[src/rtl/debug_view_pkg.sv]
// Shared mode encodings and width helpers for the LED debug viewer.
package debug_view_pkg;

  localparam logic [1:0] MODE_MANUAL = 2'd0;
  localparam logic [1:0] MODE_SCROLL = 2'd1;
  localparam logic [1:0] MODE_FLAGS  = 2'd2;
  localparam logic [1:0] MODE_RSVD   = 2'd3;

  function automatic int unsigned clog2(input int unsigned v);
    int unsigned r;
    r = 0;
    for (int i = 0; i < 32; i++) begin
      if ((64'd1 << i) < 64'(v)) r = i + 1;
    end
    return r;
  endfunction

  function automatic int unsigned max1(input int unsigned v);
    return (v < 1) ? 1 : v;
  endfunction

endpackage

[src/rtl/button_debounce.sv]
// Push-button conditioner: 2-FF synchroniser, stability counter and rising-edge pulse.
module button_debounce
  import debug_view_pkg::*;
#(
  parameter int unsigned DEB_CYC = 1_000_000
) (
  input  logic CLK,
  input  logic RST,
  input  logic btn_raw,
  output logic level,
  output logic rise_pulse
);

  localparam int unsigned CntW = max1(clog2(DEB_CYC));

  logic            r_sync1;
  logic            r_sync2;
  logic [1:0]      r_valid;
  logic            r_level;
  logic            r_rise;
  logic            r_armed;
  logic [CntW-1:0] r_cnt;
  logic            w_accept;

  assign w_accept = (r_sync2 != r_level) && (r_cnt == CntW'(DEB_CYC - 1));

  always_ff @(posedge CLK) begin
    if (!RST) begin
      r_sync1 <= 1'b0;
      r_sync2 <= 1'b0;
      r_valid <= 2'b00;
      r_level <= 1'b0;
      r_rise  <= 1'b0;
      r_armed <= 1'b0;
      r_cnt   <= '0;
    end else begin
      r_sync1 <= btn_raw;
      r_sync2 <= r_sync1;
      r_valid <= {r_valid[0], 1'b1};
      r_rise  <= w_accept && r_sync2 && r_armed;
      // A button held through reset must be seen released before it can press.
      if (r_valid[1] && !r_sync2 && !r_level) r_armed <= 1'b1;
      if (r_sync2 == r_level) begin
        r_cnt <= '0;
      end else if (w_accept) begin
        r_level <= r_sync2;
        r_cnt   <= '0;
      end else begin
        r_cnt <= r_cnt + CntW'(1);
      end
    end
  end

  assign level      = r_level;
  assign rise_pulse = r_rise;

endmodule

[src/rtl/led_debug_viewer.sv]
// Board debug display: channel/slice mux with manual, auto-scroll and flag views plus freeze.
module led_debug_viewer
  import debug_view_pkg::*;
#(
  parameter int unsigned DATA_W     = 32,
  parameter int unsigned LED_W      = 8,
  parameter int unsigned NUM_CH     = 4,
  parameter int unsigned SCROLL_DIV = 50_000_000,
  parameter int unsigned DEB_CYC    = 1_000_000,
  localparam int unsigned NSLICE    = DATA_W / LED_W,
  localparam int unsigned CW        = max1(clog2(NUM_CH)),
  localparam int unsigned SW        = max1(clog2(NSLICE))
) (
  input  logic                     CLK,
  input  logic                     RST,
  input  logic [NUM_CH*DATA_W-1:0] CH_DATA,
  input  logic [LED_W-1:0]         FLAGS,
  input  logic [CW-1:0]            CH_SEL,
  input  logic [SW-1:0]            SLICE_SEL,
  input  logic [1:0]               MODE,
  input  logic                     FREEZE_BTN,
  output logic [LED_W-1:0]         LED,
  output logic [SW-1:0]            SLICE_IDX,
  output logic                     FROZEN
);

  localparam int unsigned PW = max1(clog2(SCROLL_DIV));

  logic [NUM_CH*DATA_W-1:0] r_snap_data;
  logic [LED_W-1:0]         r_snap_flags;
  logic                     r_frozen;
  logic [LED_W-1:0]         r_led;
  logic [SW-1:0]            r_idx;
  logic [PW-1:0]            r_presc;
  logic                     r_in_scroll;

  logic                     w_level;
  logic                     w_press;
  logic [NUM_CH*DATA_W-1:0] w_src;
  logic [LED_W-1:0]         w_src_flags;
  logic [DATA_W-1:0]        w_word;
  logic [LED_W-1:0]         w_slice;
  logic [LED_W-1:0]         w_led_d;
  logic [SW-1:0]            w_idx_d;
  logic [PW-1:0]            w_presc_d;
  logic                     w_scroll;
  logic                     w_entry;
  logic                     w_tick;

  button_debounce #(
    .DEB_CYC (DEB_CYC)
  ) u_freeze_btn (
    .CLK        (CLK),
    .RST        (RST),
    .btn_raw    (FREEZE_BTN),
    .level      (w_level),
    .rise_pulse (w_press)
  );

  assign w_scroll = (MODE == MODE_SCROLL);
  assign w_entry  = w_scroll && !r_in_scroll;
  assign w_tick   = w_scroll && r_in_scroll && (r_presc == PW'(SCROLL_DIV - 1));

  always_comb begin
    w_src       = r_frozen ? r_snap_data : CH_DATA;
    w_src_flags = r_frozen ? r_snap_flags : FLAGS;

    w_word = '0;
    for (int k = 0; k < NUM_CH; k++) begin
      if (CH_SEL == CW'(k)) w_word = w_src[k*DATA_W +: DATA_W];
    end

    case (MODE)
      MODE_SCROLL: begin
        if (w_entry)     w_idx_d = '0;
        else if (w_tick) w_idx_d = (r_idx == SW'(NSLICE - 1)) ? '0 : r_idx + SW'(1);
        else             w_idx_d = r_idx;
      end
      MODE_FLAGS:  w_idx_d = r_idx;
      default:     w_idx_d = (NSLICE > 1) ? SLICE_SEL : '0;
    endcase

    // Out-of-range slice numbers match no entry and display zero.
    w_slice = '0;
    for (int s = 0; s < NSLICE; s++) begin
      if (w_idx_d == SW'(s)) w_slice = w_word[s*LED_W +: LED_W];
    end

    w_led_d   = (MODE == MODE_FLAGS) ? w_src_flags : w_slice;
    w_presc_d = (!w_scroll || w_entry || w_tick) ? '0 : r_presc + PW'(1);
  end

  always_ff @(posedge CLK) begin
    if (!RST) begin
      r_snap_data  <= '0;
      r_snap_flags <= '0;
      r_frozen     <= 1'b0;
      r_led        <= '0;
      r_idx        <= '0;
      r_presc      <= '0;
      r_in_scroll  <= 1'b0;
    end else begin
      r_led       <= w_led_d;
      r_idx       <= w_idx_d;
      r_presc     <= w_presc_d;
      r_in_scroll <= w_scroll;
      if (w_press && w_level) begin
        if (!r_frozen) begin
          r_snap_data  <= CH_DATA;
          r_snap_flags <= FLAGS;
          r_frozen     <= 1'b1;
        end else begin
          r_frozen <= 1'b0;
        end
      end
    end
  end

  assign LED       = r_led;
  assign SLICE_IDX = r_idx;
  assign FROZEN    = r_frozen;

endmodule

[config.mk]
export PLATFORM = sky130hd
export DESIGN_NAME = led_debug_viewer
export DESIGN_NICKNAME = d
export VERILOG_FILES = /design/src/rtl/debug_view_pkg.sv /design/src/rtl/button_debounce.sv /design/src/rtl/led_debug_viewer.sv
export SDC_FILE = /design/constraint.sdc
export NUM_CORES = 1
export LEC_CHECK = 0
export CAP_MARGIN = 20
export CORE_AREA = 3 3 137 139
export DETAILED_ROUTE_END_ITERATION = 8
export DIE_AREA = 0 0 140 142
export PLACE_DENSITY = 0.77
export RECOVER_POWER = 25
export SYNTH_ARGS = -nofsm -noshare
export SYNTH_HDL_FRONTEND = slang
export SYNTH_SLANG_ARGS = --single-unit
export TNS_END_PERCENT = 20
[constraint.sdc]
create_clock -name CLK -period 3.6 [get_ports CLK]
set_input_delay 0.54 -clock CLK [delete_from_list [all_inputs] [get_ports CLK]]
set_output_delay 0.54 -clock CLK [all_outputs]
set_load 0.05 [all_outputs]
==> results_dict.tcl, run 1 <==
set metrics [dict create \
    synthArstFlopShare_pct 0 \
    path_buf_inv 3 \
    gr-usage-met1_pct 33.3 \
    grt_pass1_wl_mm 40.6 \
    final_nets 1333 \
    path_max_fanout 71 \
    setup_violations 0 \
    clock-sinks 201 \
    antenna_found_initial 0 \
    antenna_cells 0 \
    wl_mm 25.4 \
    min_path_type "flip-flop to flip-flop" \
    fin_cells 1426 \
    drt_iter0_markers 764 \
    seq_area_frac_synth_pct 42.5 \
    fmax_mhz 322 \
    routedWlPerCell_microns 17.8 \
    hold-worst-slack_ps 448 \
    place_inst 1389 \
    synthCells 1056 \
    skew_ps 11.7 \
    rows 49 \
    multi_input_area_sq_mm 0.00512 \
    worstSetupStartpointType "input port" \
    vias 8166 \
    synth_top_area_share_pct 42.5 \
    cap_viol_max_count 1 \
    drive_gt1_share_pct 11.5 \
    yosysWarningCount 0 \
    slowest_stage "inv_1" \
    cts_max_level 1 \
    crit_path_max_incr_delay_ps 1710 \
    postRouteAntennaNets 0 \
    die_area_sq_mm 0.0199 \
    cp_top_family "buffers and inverters" \
    rsz0062_at_grt "no" \
    ys_types 43 \
    area_growth_pct 26.3 \
    synth_area_leaders "dfxtp_1 (42%), mux4_2 (15%), nand2_1 (12%)" \
    use_met2_pct 40.5 \
    ctsHoldBuffers 0 \
    grt_pass1_vias 7827 \
    slew_viol_final 71 \
    port_buffers 155 \
    critPathRequiredTime_ps 3970 \
    die_w_microns 140 \
    synthesis.nets 1206 \
    cts_buffers 21 \
    post_cts_buffers 0 \
    track_usage_pct 25.1 \
    use_met3_pct 6.35 \
    cts_root_buffer "clkbuf_16" \
    worst_pin_slew_ps 2340 \
    core_area_sq_mm 0.0178 \
    clkLatencyLatePin_ps 490 \
    worstSetupPathType "input port to flip-flop" \
    crit_chain "dlygate4sd3_1, inv_1, buf_4, a21oi_1" \
    synthesis.area_sq_mm 0.00948 \
    synth_edf_count 0 \
    cp.arrival_ps 3480 \
    period_minus_slack_ps 3110 \
    hpwl_mm 18.1 \
    grt_most_used_layer "met2" \
    regArea_sq_mm 0.00403 \
    peakVddDrop_mv 0.377 \
    initial_utilization_pct 53.3 \
    cp-end-kind "flip-flop" \
    firstDrtPassIters 5 \
    fin_util_pct 67.3 \
    clk_pin_slew_ps 60 \
    cellPowerDensity_mw_per_mm2 421 \
    cts.repair.resized 0 \
    total_leakage_power_nw 3.95 \
    num_io_pins 156 \
    cts_tree "built" \
    status "complete, but fails checks" \
    syn_avg_cell_area_sq_um 8.97 \
    die_h_microns 142 \
    slew_headroom_pct -56.0 \
    place.gp.congestion 0.885 \
    finalSetupTns_ps 0 \
    grt_start_max_net_pins 137 \
    clockBufferDepth 3 \
    grt-ovfl-total 0 \
    fillers 1429 \
    hold_viol 0 \
    violations "max-capacitance violations, max-slew violations" \
    synth_area_leader_cell "dfxtp_1" \
    drc_errors 0 \
    ys.flop_type "dfxtp_1" \
    ys_ff_latch 201 \
    fin_crit_sh_pct 86.4 \
    vias_per_cell 5.73 \
]
registers in the layout, indices dropped and copies added, names as in the netlist, 2 cells and up:
name	cells
r_snap_flags	8
LED	8
r_presc	26
SLICE_IDX	2
u_freeze_btn.r_cnt	20
u_freeze_btn.r_valid	2
r_snap_data	128
Yosys cell counts, drive strengths merged, types with 2 or more instances:
| master | count |
|---|---|
| o211ai | 4 |
| or2 | 3 |
| nor2b | 2 |
| clkbuf | 63 |
| inv | 10 |
| xnor2 | 16 |
| a21oi | 151 |
| o21ai | 12 |
| xor2 | 24 |
| o21a | 2 |
| nand4 | 9 |
| mux2i | 34 |
| nand2 | 299 |
| or3 | 4 |
| nor2 | 57 |
| buf | 13 |
| and2 | 7 |
| nand3b | 5 |
| and3 | 14 |
| nand3 | 24 |
| mux4 | 66 |
| dfxtp | 201 |
| nor4 | 9 |
| nor3 | 2 |
| o211a | 4 |
| a31oi | 4 |
| mux2 | 3 |
| ha | 5 |
placed cells by master (no fill, tap or decap), types with 4 or more instances in the layout:
| cell | count |
|---|---|
| and2_1 | 5 |
| nand4_1 | 9 |
| xor2_1 | 24 |
| buf_12 | 4 |
| o21ai_0 | 11 |
| o211ai_1 | 4 |
| mux4_2 | 65 |
| buf_4 | 22 |
| nor4_1 | 8 |
| clkbuf_8 | 7 |
| clkbuf_16 | 21 |
| xnor2_1 | 16 |
| nor2_1 | 56 |
| and3_1 | 11 |
| o211a_1 | 4 |
| nand2_1 | 299 |
| nand3_1 | 24 |
| mux2i_1 | 34 |
| a21oi_1 | 151 |
| ha_1 | 5 |
| clkbuf_1 | 5 |
| a31oi_1 | 4 |
| or3_1 | 4 |
| dfxtp_1 | 200 |
| inv_1 | 10 |
| clkdlybuf4s50_1 | 152 |
| nand3b_1 | 5 |
worst paths after layout:
check             slack [ps]  depth (start not counted)            startpoint                    to
setup / recovery         490                          4                   RST       r_snap_data[82]
hold reg to reg          450                          1  u_freeze_btn.r_sync1  u_freeze_btn.r_sync2
hold / removal           450                          1  u_freeze_btn.r_sync1  u_freeze_btn.r_sync2
setup reg to reg         730                          9            r_presc[0]                LED[6]
final cells by class:
| class | count | area share (%) |
|---|---|---|
| multi-input cells | 769 | 42.8 |
| clock buffers | 33 | 5.36 |
| flip-flops and latches | 201 | 33.7 |
| well taps | 229 | 2.40 |
| repair buffers | 180 | 14.9 |
| clock inverters | 4 | 0.586 |
| inverters | 10 | 0.314 |
power breakdown:
group	total, mW	switching [mW]	internal [mW]
Combinational	0.569	0.261	0.308
Sequential	2.25	0.0103	2.24
Clock	2.21	0.854	1.36
Total	5.03	1.13	3.91
routing by layer:
layer  vias to the layer above  share of wire (%)
met5                         -                  0
met2                       315                 47
met1                      3885                 41
met4                         0                3.5
li1                       3915                  -
met3                        51                8.6
cell families (layout without fill, tap and decap cells):
family	after synthesis	count (layout)	synth area share, %
flops	201	201	42.5
buf+inv	86	227	3.62
xor+xnor	40	40	3.70
simple gates	441	441	19.8
compound gates	180	180	10.1
mux	103	103	19.7
fa+ha+maj	5	5	0.660
stage by stage:
stage / instance area, sq um / power, mW / setup WS [ps]
6_report: 12000 / 5.03 / 491
5_1_grt: 12000 / 5.18 / 289
4_1_cts: 12000 / 5.07 / 705
3_5_place_dp: 11300 / 2.86 / 205
3_3_place_gp: 11300 / 2.86 / 299
2_1_floorplan: 9480 / 2.57 / 792
Note: power is estimated with default switching activity, not from simulation.
==> run 2: changes to the inputs <==
- CORE_AREA: 3 3 137 139 -> 3 3 140 142
- DIE_AREA: 0 0 140 142 -> 0 0 143 145
- PLACE_DENSITY: 0.77 -> 0.76
- SYNTH_HIERARCHICAL: not set -> 1
==> run 2 against run 1 <==
The flow now finishes without violations. Die area rose by 4.3%. Sequential share of layout area fell by 1.1 points. Non-clock buffer count fell by 11. Via count rose by 0.56%. Critical path depth fell by 3. Wire length rose by 3.3%. Clock power rose by 5%. Cell area rose by 3.2%. Core utilization fell by 0.83 points. Critical endpoint is now FROZEN. Largest cell class unchanged.
==> results_dict.tcl, run 2 <==
set metrics [dict create \
    synth_top_area_share_pct 40.6 \
    crit_path_max_incr_delay_ps 1150 \
    initial_utilization_pct 53.4 \
    place_inst 1399 \
    yosysMostFrequentCell "nand2_1" \
    grt-ovfl-total 0 \
    synthesis.nets 1220 \
    fmax_mhz 311 \
    ctsHoldBuffers 0 \
    use_met2_pct 39.8 \
    period_minus_slack_ps 3220 \
    cellPowerDensity_mw_per_mm2 421 \
    slowest_stage "dfxtp_2" \
    layout_common_cells "nand2_1 (306), dfxtp_1 (200), clkdlybuf4s50_1 (149)" \
    ys_top_cells_by_count "nand2_1 (306), dfxtp_1 (201), a21boi_0 (137)" \
    use_met3_pct 5.54 \
    peakVddDrop_mv 0.287 \
    grt_pass1_vias 7764 \
    synth_edf_count 0 \
    ys.flop_type "dfxtp_1" \
    final_nets 1339 \
    layout_commonest_cell "nand2_1" \
    hold_viol 0 \
    num_io_pins 156 \
    synthArstFlopShare_pct 0 \
    worstSetupPathType "flip-flop to primary output" \
    reg_top3 "r_snap_data: 128 flops, r_presc: 26 flops, u_freeze_btn/r_cnt: 20 flops" \
    synthesis.area_sq_mm 0.00992 \
    slew_viol_final 0 \
    postRouteAntennaNets 0 \
    clock-sinks 201 \
    cp-end-kind "primary output" \
    cp.arrival_ps 2680 \
    fillers 1510 \
    cts_buffers 22 \
    die_w_microns 143 \
    syn_avg_cell_area_sq_um 9.27 \
    synth_area_leaders "dfxtp_1 (41%), mux4_2 (14%), nand2_1 (12%)" \
    place.gp.congestion 0.935 \
    skew_ps 6.15 \
    dpl_cell_area_sq_mm 0.0116 \
    cts_root_buffer "clkbuf_16" \
    cp_top_family "flip-flops" \
    antenna_found_initial 0 \
    grt_pass1_wl_mm 41.2 \
    synthCells 1070 \
    cap_viol_max_count 0 \
    clkLatencyLatePin_ps 500 \
    wl_mm 26.2 \
    vias_per_cell 5.71 \
    core_area_sq_mm 0.0186 \
    status "complete, no violations" \
    fin_cells 1439 \
    clk_pin_slew_ps 60 \
    largest_reg_flops 128 \
    critPathRequiredTime_ps 3060 \
    crit_chain "clkdlybuf4s50_1" \
    cts_max_level 1 \
    synth_area_leader_cell "dfxtp_1" \
    vias 8212 \
    ys_types 59 \
    antenna_cells 0 \
    area_growth_pct 24.5 \
    drc_errors 0 \
    path_max_fanout 46 \
    firstDrtPassIters 5 \
    ys_ff_latch 201 \
    track_usage_pct 24.5 \
    drive_gt1_share_pct 11.0 \
    die_h_microns 145 \
    cts.repair.resized 0 \
    largest_register "r_snap_data" \
    cts_tree "built" \
    fin_crit_sh_pct 89.3 \
    post_cts_buffers 0 \
    drt_iter0_markers 564 \
    path_buf_inv 1 \
    gr-usage-met1_pct 33.1 \
    clockBufferDepth 3 \
    setup_violations 0 \
    rsz0062_at_grt "no" \
    routedWlPerCell_microns 18.2 \
    die_area_sq_mm 0.0207 \
    hpwl_mm 18.5 \
    hold-worst-slack_ps 431 \
    rows 50 \
    slew_headroom_pct 1.35 \
    total_leakage_power_nw 4.02 \
    design_area_sq_mm 0.0123 \
    seq_area_frac_synth_pct 40.6 \
    grt_most_used_layer "met2" \
    port_buffers 155 \
    finalSetupTns_ps 0 \
    yosysWarningCount 6 \
    worst_pin_slew_ps 1480 \
    grt_start_max_net_pins 90 \
    worstSetupStartpointType "flip-flop" \
    min_path_type "flip-flop to flip-flop" \
]
-- run 2: cell count changes after synthesis, sizes merged, moves of 6 or more --
cell    previous run  this run
a21boi             0       137
or3                4        14
nand2            299       306
a21oi            151        16
o21ai             12         6
o22ai              0         6
xor2              24        16
-- run 2: report_power, final --
| group | total, mW | internal [mW] | switching, mW | leakage (nW) |
|---|---|---|---|---|
| combinational | 0.605 | 0.327 | 0.278 | 2.02 |
| clock | 2.33 | 1.43 | 0.901 | 0.376 |
| sequential | 2.25 | 2.24 | 0.0110 | 1.62 |
| total | 5.19 | 4.00 | 1.19 | 4.02 |
-- run 2: kinds of logic (layout without fill, tap and decap cells) --
family / count (synthesis) / after routing / share of synthesized area (%)
AOI/OAI and AO/OA: 182 / 182 / 13.4
buffers and inverters: 87 / 222 / 3.61
muxes: 97 / 97 / 18.1
and+or+nand+nor: 462 / 462 / 20.6
adders and majority gates: 5 / 5 / 0.631
xor gates and xnor gates: 36 / 36 / 3.18
DFF: 201 / 201 / 40.6
-- run 2: area by class of cell --
type / count / area [sq um] / area share, %
Tap cell: 234 / 293 / 2.37
Sequential cell: 201 / 4030 / 32.6
Multi-Input combinational cell: 782 / 5540 / 44.9
Timing Repair Buffer: 169 / 1680 / 13.6
Clock buffer: 34 / 677 / 5.48
Inverter: 13 / 48.8 / 0.395
Clock inverter: 6 / 80.1 / 0.648
-- run 2: worst paths after layout --
check / slack (ps) / to / start / cells after the start
max: 380 / FROZEN / FROZEN / 1
min: 430 / u_freeze_btn/r_valid[1] / u_freeze_btn/r_valid[0] / 1
max reg2reg: 610 / LED[6] / r_presc[0] / 8
min reg2reg: 430 / u_freeze_btn/r_valid[1] / u_freeze_btn/r_valid[0] / 1
-- run 2: layer usage --
layer,wire length (microns),up-vias,share of wire [%]
li1,-,3969,-
met3,1810,40,6.9
met4,691,0,2.6
met5,0,-,0
met2,12800,256,49
met1,11000,3947,42
-- run 2: through the flow --
stage	util, %	power, mW	worst slack [ps]
after floorplan	-	2.60	783
after global placement	62.5	2.90	261
after detailed placement	62.5	2.90	212
after CTS	66.6	5.22	614
after global routing	66.5	5.35	337
final	66.5	5.19	384
==> run 3: changes to the inputs <==
- CORE_AREA: 3 3 140 142 -> 3 3 153 155
- DIE_AREA: 0 0 143 145 -> 0 0 156 158
- PLACE_DENSITY: 0.76 -> 0.65
==> run 3 against run 2 <==
The flow now finishes with violations (max-capacitance violations, max-slew violations). Die area rose by 19%. Sequential power barely moved. Sequential share of layout area fell by 0.28 points. Setup slack improved by 200 ps. Highest routed layer is now met5.
==> results_dict.tcl, run 3 (synthesis gave the netlist of run 2 again) <==
set metrics [dict create \
    status "complete, but fails checks" \
    violations "max-capacitance violations, max-slew violations" \
    firstDrtPassIters 5 \
    clk_pin_slew_ps 60 \
    rows 54 \
    post_cts_buffers 0 \
    num_io_pins 156 \
    drc_errors 0 \
    routedWlPerCell_microns 17.8 \
    vias 8063 \
    vias_per_cell 5.42 \
    grt_pass1_vias 7393 \
    cts_max_level 1 \
    fin_crit_sh_pct 83.6 \
    port_buffers 155 \
    min_path_type "flip-flop to flip-flop" \
    rsz0062_at_grt "no" \
    cp-end-kind "flip-flop" \
    period_minus_slack_ps 3010 \
    grt_pass1_wl_mm 41.0 \
    wl_mm 26.5 \
    layout_commonest_cell "nand2_1" \
    largest_reg_flops 128 \
    ctsHoldBuffers 0 \
    layout_common_cells "nand2_1 (306), dfxtp_1 (200), clkdlybuf4s50_1 (152)" \
    grt-ovfl-total 0 \
    r2r_cells 5 \
    setup_violations 0 \
    path_buf_inv 2 \
    place.gp.congestion 0.853 \
    initial_utilization_pct 45.2 \
    cp_num_cells 5 \
    slew_headroom_pct -15.4 \
    reg_top3 "r_snap_data: 128 flops, r_presc: 26 flops, u_freeze_btn/r_cnt: 20 flops" \
    worst-r2r-setup-slack_ps 590 \
    crit_chain "clkbuf_2, nor2_2, buf_4, nand2_1, a21boi_0" \
    cellPowerDensity_mw_per_mm2 419 \
    cap_viol_max_count 1 \
    crit_path_max_incr_delay_ps 1240 \
    postRouteAntennaNets 0 \
    r2r_start "FROZEN" \
    die_w_microns 156 \
    fmax_mhz 332 \
    clkLatencyLatePin_ps 500 \
    r2r-end "r_snap_data[112]" \
    finalSetupTns_ps 0 \
    path_max_fanout 40 \
    grt_start_max_net_pins 104 \
    critPathRequiredTime_ps 4020 \
    antenna_found_initial 1 \
    cts_root_buffer "clkbuf_16" \
    worstSetupPathType "flip-flop to flip-flop" \
    critPathCapture "r_snap_data[112]" \
    hold_viol 0 \
    slowest_stage "nor2_2" \
    core_area_sq_mm 0.0220 \
    peakVddDrop_mv 0.313 \
    hold-worst-slack_ps 432 \
    cp_top_family "simple AND/OR/NAND/NOR gates" \
    total_leakage_power_nw 4.04 \
    worst_pin_slew_ps 1730 \
    drive_gt1_share_pct 11.3 \
    drt_iter0_markers 542 \
    cts_tree "built" \
    slew_viol_final 104 \
    final_nets 1342 \
    largest_register "r_snap_data" \
    hpwl_mm 18.9 \
    cts_buffers 23 \
    area_growth_pct 25.6 \
    skew_ps 5.71 \
    track_usage_pct 20.7 \
    cp.arrival_ps 3430 \
    critPathLaunch "FROZEN" \
    antenna_cells 0 \
    worstSetupStartpointType "flip-flop" \
    fillers 1932 \
    die_h_microns 158 \
    cts.repair.resized 0 \
    clockBufferDepth 3 \
    clock-sinks 201 \
    die_area_sq_mm 0.0246 \
]
==> run 3: how the worst min path moves through the flow <==
stage / cells past startpoint / endpoint / slack (ps) / start
3_5_place_dp: 1 / u_freeze_btn/r_sync2 / 420 / u_freeze_btn/r_sync1
5_1_grt: 1 / u_freeze_btn/r_sync2 / 440 / u_freeze_btn/r_sync1
6_report: 1 / u_freeze_btn/r_sync2 / 430 / u_freeze_btn/r_sync1
2_1_floorplan: 1 / u_freeze_btn/r_sync2 / 410 / u_freeze_btn/r_sync1
3_3_place_gp: 1 / u_freeze_btn/r_valid[1] / 410 / u_freeze_btn/r_valid[0]
4_1_cts: 1 / u_freeze_btn/r_sync2 / 430 / u_freeze_btn/r_sync1
==> run 3: through the flow <==
stage / setup WS (ps) / cell area [sq um] / instances / power [mW] / util, %
2_1_floorplan: 783 / 9920 / 1070 / 2.60 / -
6_report: 589 / 12500 / 1488 / 5.22 / 56.8
3_3_place_gp: 198 / 11700 / 1447 / 2.91 / 53.4
3_5_place_dp: 170 / 11700 / 1447 / 2.91 / 53.4
5_1_grt: 318 / 12500 / 1488 / 5.40 / 56.8
4_1_cts: 634 / 12500 / 1488 / 5.28 / 56.9
==> run 3: final cells by class <==
cell class,count,area [sq um],share of cell area (%)
sequential,201,4030,32.3
inverter,13,48.8,0.392
multi-input combinational,782,5550,44.5
clock buffer,35,691,5.54
tap,280,350,2.81
timing repair buffer,171,1720,13.8
clock inverter,6,80.1,0.643
==> run 3: power breakdown <==
group	internal (mW)	leakage (nW)	switching (mW)	total (mW)
clock	1.46	0.384	0.902	2.36
combinational	0.332	2.03	0.277	0.609
sequential	2.24	1.62	0.0126	2.25
==> run 3: routing by layer <==
| layer | share of wire, % | track usage [%] |
|---|---|---|
| met2 | 45 | 31.8 |
| met1 | 45 | 29.6 |
| met4 | 2.2 | 4.71 |
| met3 | 7.1 | 5.25 |
| met5 | 0.049 | 0 |
